## config.mk

```make
export PLATFORM = sky130hd
export DESIGN_NAME = mux_scan_ctrl
export DESIGN_NICKNAME = d
export VERILOG_FILES = /design/src/rtl/mux_scan_ctrl_pkg.sv /design/src/rtl/mux_16_1.sv /design/src/rtl/mux_scan_ctrl.sv
export SDC_FILE = /design/constraint.sdc
export NUM_CORES = 1
export LEC_CHECK = 0
export BUFFER_PORTS_ARGS = -buffer_cell sky130_fd_sc_hd__buf_4
export CAP_MARGIN = 20
export CELL_PAD_IN_SITES_DETAIL_PLACEMENT = 1
export CELL_PAD_IN_SITES_GLOBAL_PLACEMENT = 2
export CORE_AREA = 4 4 62 70
export CTS_CLUSTER_SIZE = 20
export DETAILED_ROUTE_END_ITERATION = 16
export DIE_AREA = 0 0 66 74
export MAX_ROUTING_LAYER = met4
export PLACE_DENSITY = 0.81
export SLEW_MARGIN = 5
export SYNTH_ARGS = -nofsm -noshare
export SYNTH_HDL_FRONTEND = slang
export SYNTH_SLANG_ARGS = --single-unit
```

## constraint.sdc

```tcl
create_clock -name clk -period 2.3 [get_ports clk]
set_input_delay 0.46 -clock clk [delete_from_list [all_inputs] [get_ports clk]]
set_output_delay 0.46 -clock clk [all_outputs]
set_load 0.03 [all_outputs]
```

## src/rtl/mux_scan_ctrl_pkg.sv

```systemverilog
// Shared definitions for the bit-scan controller: FSM encoding and scan index
// bounds.
package mux_scan_ctrl_pkg;

  typedef enum logic {
    ST_IDLE = 1'b0,
    ST_SCAN = 1'b1
  } scan_state_t;

  localparam logic [3:0] IDX_LSB = 4'd0;
  localparam logic [3:0] IDX_MSB = 4'd15;

  function automatic logic [3:0] first_idx(input int msb_first);
    return (msb_first != 0) ? IDX_MSB : IDX_LSB;
  endfunction

  function automatic logic [3:0] last_idx(input int msb_first);
    return (msb_first != 0) ? IDX_LSB : IDX_MSB;
  endfunction

endpackage

```

## src/rtl/mux_16_1.sv

```systemverilog
// Plain 16:1 bit multiplexer, combinational.
module mux_16_1 (
  output logic        out,
  input  logic [15:0] in,
  input  logic [3:0]  sel
);

  assign out = in[sel];

endmodule

```

## src/rtl/mux_scan_ctrl.sv

```systemverilog
// Serialises a 16-bit word one bit per output handshake through a 16:1 mux.
// Back-to-back words are accepted on the last-bit transfer so the stream has no bubble.
//
// state | meaning
// IDLE  | waiting for a word, in_ready=1
// SCAN  | presenting held_word[sel], stepping sel on each output transfer
module mux_scan_ctrl
  import mux_scan_ctrl_pkg::*;
#(
  parameter int MSB_FIRST = 0
) (
  input  logic        clk,
  input  logic        reset,
  input  logic [15:0] in_data,
  input  logic        in_valid,
  output logic        in_ready,
  output logic [3:0]  sel,
  output logic        out_bit,
  output logic        out_valid,
  input  logic        out_ready,
  output logic        out_last,
  output logic        busy
);

  localparam logic [3:0] FIRST_IDX = first_idx(MSB_FIRST);
  localparam logic [3:0] LAST_IDX  = last_idx(MSB_FIRST);

  scan_state_t state;
  logic [15:0] held_word;
  logic        mux_out;
  logic        in_xfer;
  logic        out_xfer;

  mux_16_1 u_mux (
    .out (mux_out),
    .in  (held_word),
    .sel (sel)
  );

  // Outputs are forced inactive while reset is held, even before the edge.
  always_comb begin
    out_valid = (state == ST_SCAN) && !reset;
    busy      = out_valid;
    out_last  = out_valid && (sel == LAST_IDX);
    in_ready  = !reset && ((state == ST_IDLE) || (out_last && out_ready));
    out_bit   = mux_out & out_valid;
    in_xfer   = in_valid && in_ready;
    out_xfer  = out_valid && out_ready;
  end

  always_ff @(posedge clk) begin
    if (reset) begin
      state     <= ST_IDLE;
      held_word <= 16'h0000;
      sel       <= 4'd0;
    end else begin
      case (state)
        ST_IDLE: begin
          if (in_xfer) begin
            held_word <= in_data;
            sel       <= FIRST_IDX;
            state     <= ST_SCAN;
          end
        end
        ST_SCAN: begin
          if (in_xfer) begin
            held_word <= in_data;
            sel       <= FIRST_IDX;
          end else if (out_xfer) begin
            if (out_last)
              state <= ST_IDLE;
            else
              sel <= (MSB_FIRST != 0) ? (sel - 4'd1) : (sel + 4'd1);
          end
        end
        default: state <= ST_IDLE;
      endcase
    end
  end

endmodule
```

==> results.sh <==
export IMPL_fp_dieW_um=66
export IMPL_grt_overflow=0
export IMPL_cp_top_family="multiplexers"
export IMPL_clk_path_buf_depth=2
export IMPL_drive_above_1_share=0.266
export IMPL_ys_ff_latch=21
export IMPL_dp_hpwl_mm=1.85
export IMPL_portBuffers=28
export IMPL_p_total_w=0.000748
export IMPL_gp_congestion=0.804
export IMPL_start_util=0.282
export IMPL_synth_top_family_by_area="simple AND/OR/NAND/NOR gates"
export IMPL_crit_slowest_cell="mux4_2"
export IMPL_synth_xor_area_frac=0.00864
export IMPL_rsz0062_at_grt="no"
export IMPL_power_density_nw_per_um2=578
export IMPL_grt_max_degree=37
export IMPL_antenna_cells=0
export IMPL_period_needed_ns=2.14
export IMPL_numCtsBuffers=3
export IMPL_slowest_delay_ns=0.49
export IMPL_relSlewSlack=0.772
export IMPL_worst_pin_slew_ns=0.342
export IMPL_yosysUniqueCellTypes=29
export IMPL_layout_commonest_cell="buf_4"
export IMPL_synthFlopType="dfxtp_1"
export IMPL_cp_required_ns=1.84
export IMPL_setup_viol=0
export IMPL_num_io_pins=29
export IMPL_hold_path_depth=3
export IMPL_drtPass1Iterations=4
export IMPL_coreArea_um2=3600
export IMPL_synth_compound_area_frac=0.158
export IMPL_grt_pass1_vias=982
export IMPL_finalHoldViolations=0
export IMPL_clockRootBuffer="clkbuf_8"
export IMPL_seq_area_frac_synth=0.415
export IMPL_postSynth_asyncResetShare=0
export IMPL_vias=879
export IMPL_syn2layout_area_growth_pct=27.7
export IMPL_post_place_ws_ns=0.384
export IMPL_grt_antenna_before_repair=0
export IMPL_initialDrtViolationCount=41
export IMPL_drc=0
export IMPL_maxCapViolCount=0
export IMPL_worst_setup_path_start_kind="flip-flop"
export IMPL_yosysWarningCount=0
export IMPL_ir_drop_mv=0.180
export IMPL_rr_worst_depth=7
export IMPL_min_path_type="primary input to flip-flop"
export IMPL_dieArea_um2=4880
export IMPL_yosys_area_share_simple=0.258
export IMPL_final_cell_mix="buf_4 (30), dfxtp_1 (20), nand2b_1 (18), nand2_1 (18), o21ai_1 (16)"
export IMPL_grt_pass1_wl_mm=4.11
export IMPL_syn_inst=117
export IMPL_viasPerCell=4.55
export IMPL_cts_tree="done"
export IMPL_layout_nets=165
export IMPL_max_freq_ghz=0.467
export IMPL_holdWs_ns=0.406
export IMPL_track_usage=0.110
export IMPL_clock_sinks=21
export IMPL_clock_latency_ns=0.26
export IMPL_placed_cell_area_um2=1250
export IMPL_synthMuxAreaShare=0.0840
export IMPL_worstPathArrival_ns=1.68
export IMPL_drt_total_wl_mm=2.42
export IMPL_cellLeakagePower_nw=0.508
export IMPL_cts_hold_buf=0
export IMPL_finalSetupTns_ns=0
export IMPL_path_max_fanout=3
export IMPL_htree_num_levels=1
export IMPL_design_area_um2=1290
export IMPL_syn_cell_area_um2=1010
export IMPL_synth_edf_count=0
export IMPL_synthesis_nets=138
export IMPL_clk_pin_slew_worst_paths_ns=0.07
export IMPL_finalClockSkew_ns=0.00343
export IMPL_critPathCaptureType="output pin"
export IMPL_synthAdderAreaFrac=0.0123
export IMPL_wire_per_inst_um=12.5
export IMPL_slew_viol_final=0
export IMPL_syn_area_per_cell_um2=8.66
export IMPL_status="complete, no violations"
export IMPL_cp_cell_sequence="mux4_2 -> a2bb2oi_1 -> a32oi_1 -> nor2_1 -> buf_4"
export IMPL_drtAntennaViolNets=0
export IMPL_fin_ws_ns=0.158
export IMPL_num_rows=23
export IMPL_fin_crit_sh=0.931
export IMPL_worst_path_stages=5
export IMPL_die_h_um=74
export IMPL_critPathKind="flip-flop to output pin"
export IMPL_crit_buf_inv=1
worst min-delay path: stages:
cell and delay, ns:
buf_4 0.08, nand2_1 0.04, o21ai_1 0.05
per-layer routing:
| metal | share of wire | vias up | GRT usage |
|---|---|---|---|
| li1 | - | 452 | - |
| met1 | 0.44 | 402 | 0.121 |
| met2 | 0.50 | 21 | 0.195 |
| met3 | 0.038 | 4 | 0.0196 |
| met4 | 0.017 | 0 | 0.0474 |
| met5 | 0 | - | - |
synth_stat cells (3+ instances only):
| cell type | n | area (um2) |
|---|---|---|
| dfxtp_1 | 21 | 420 |
| nand2_1 | 18 | 67.6 |
| mux2i_1 | 4 | 40.0 |
| nand3_1 | 3 | 15.0 |
| inv_1 | 3 | 11.3 |
| nand2b_1 | 18 | 113 |
| nor2_1 | 4 | 15.0 |
| a21oi_1 | 3 | 15.0 |
| buf_4 | 4 | 30.0 |
| o21ai_1 | 16 | 80.1 |
layout make-up:
class	instances	area (um2)
clock buffers	4	45.0
inverters	3	11.3
flip-flops and latches	21	422
well taps	50	62.6
fillers	433	2300
multi-input cells	85	528
repair buffers	30	225
registers in the layout, summed over array words and instances, names as in the netlist:
name and cells:
held_word 16, state 1, sel 4
power by group:
group | switching [W] | internal (W) | leakage (nW)
Combinational | 0.0000543 | 0.0000585 | 0.313
Sequential | 0.0000140 | 0.000386 | 0.173
Clock | 0.000112 | 0.000123 | 0.0228
cell families (layout without fill, tap and decap cells):
group                    Yosys count  count (layout)
AO/OA/AOI/OAI                     27              27
XOR/XNOR                           1               1
adder cells (fa/ha/maj)            1               1
buffers and inverters             11              37
flip-flops                        21              21
multiplexers                       6               6
AND/OR/NAND/NOR                   50              50
repair_timing:
action,in CTS,in global routing
resized for setup,0,1
buffers inserted,0,0
endpoints found under the setup margin,0,1
metrics by stage:
step           std cells   util
4_1_cts              193  0.359
3_3_place_gp         189  0.347
6_report             193  0.360
3_5_place_dp         189  0.347
2_1_floorplan        117      -
5_1_grt              193  0.360
path summary, 6_finish.rpt:
path,from,to,slack (ns)
worst min register to register,held_word[8],held_word[8],0.47
worst max register to register,sel[0],held_word[3],0.53
worst max-delay path,sel[0],out_bit,0.16
worst min-delay path,in_data[1],held_word[1],0.41
(Power assumes the default switching activity.)
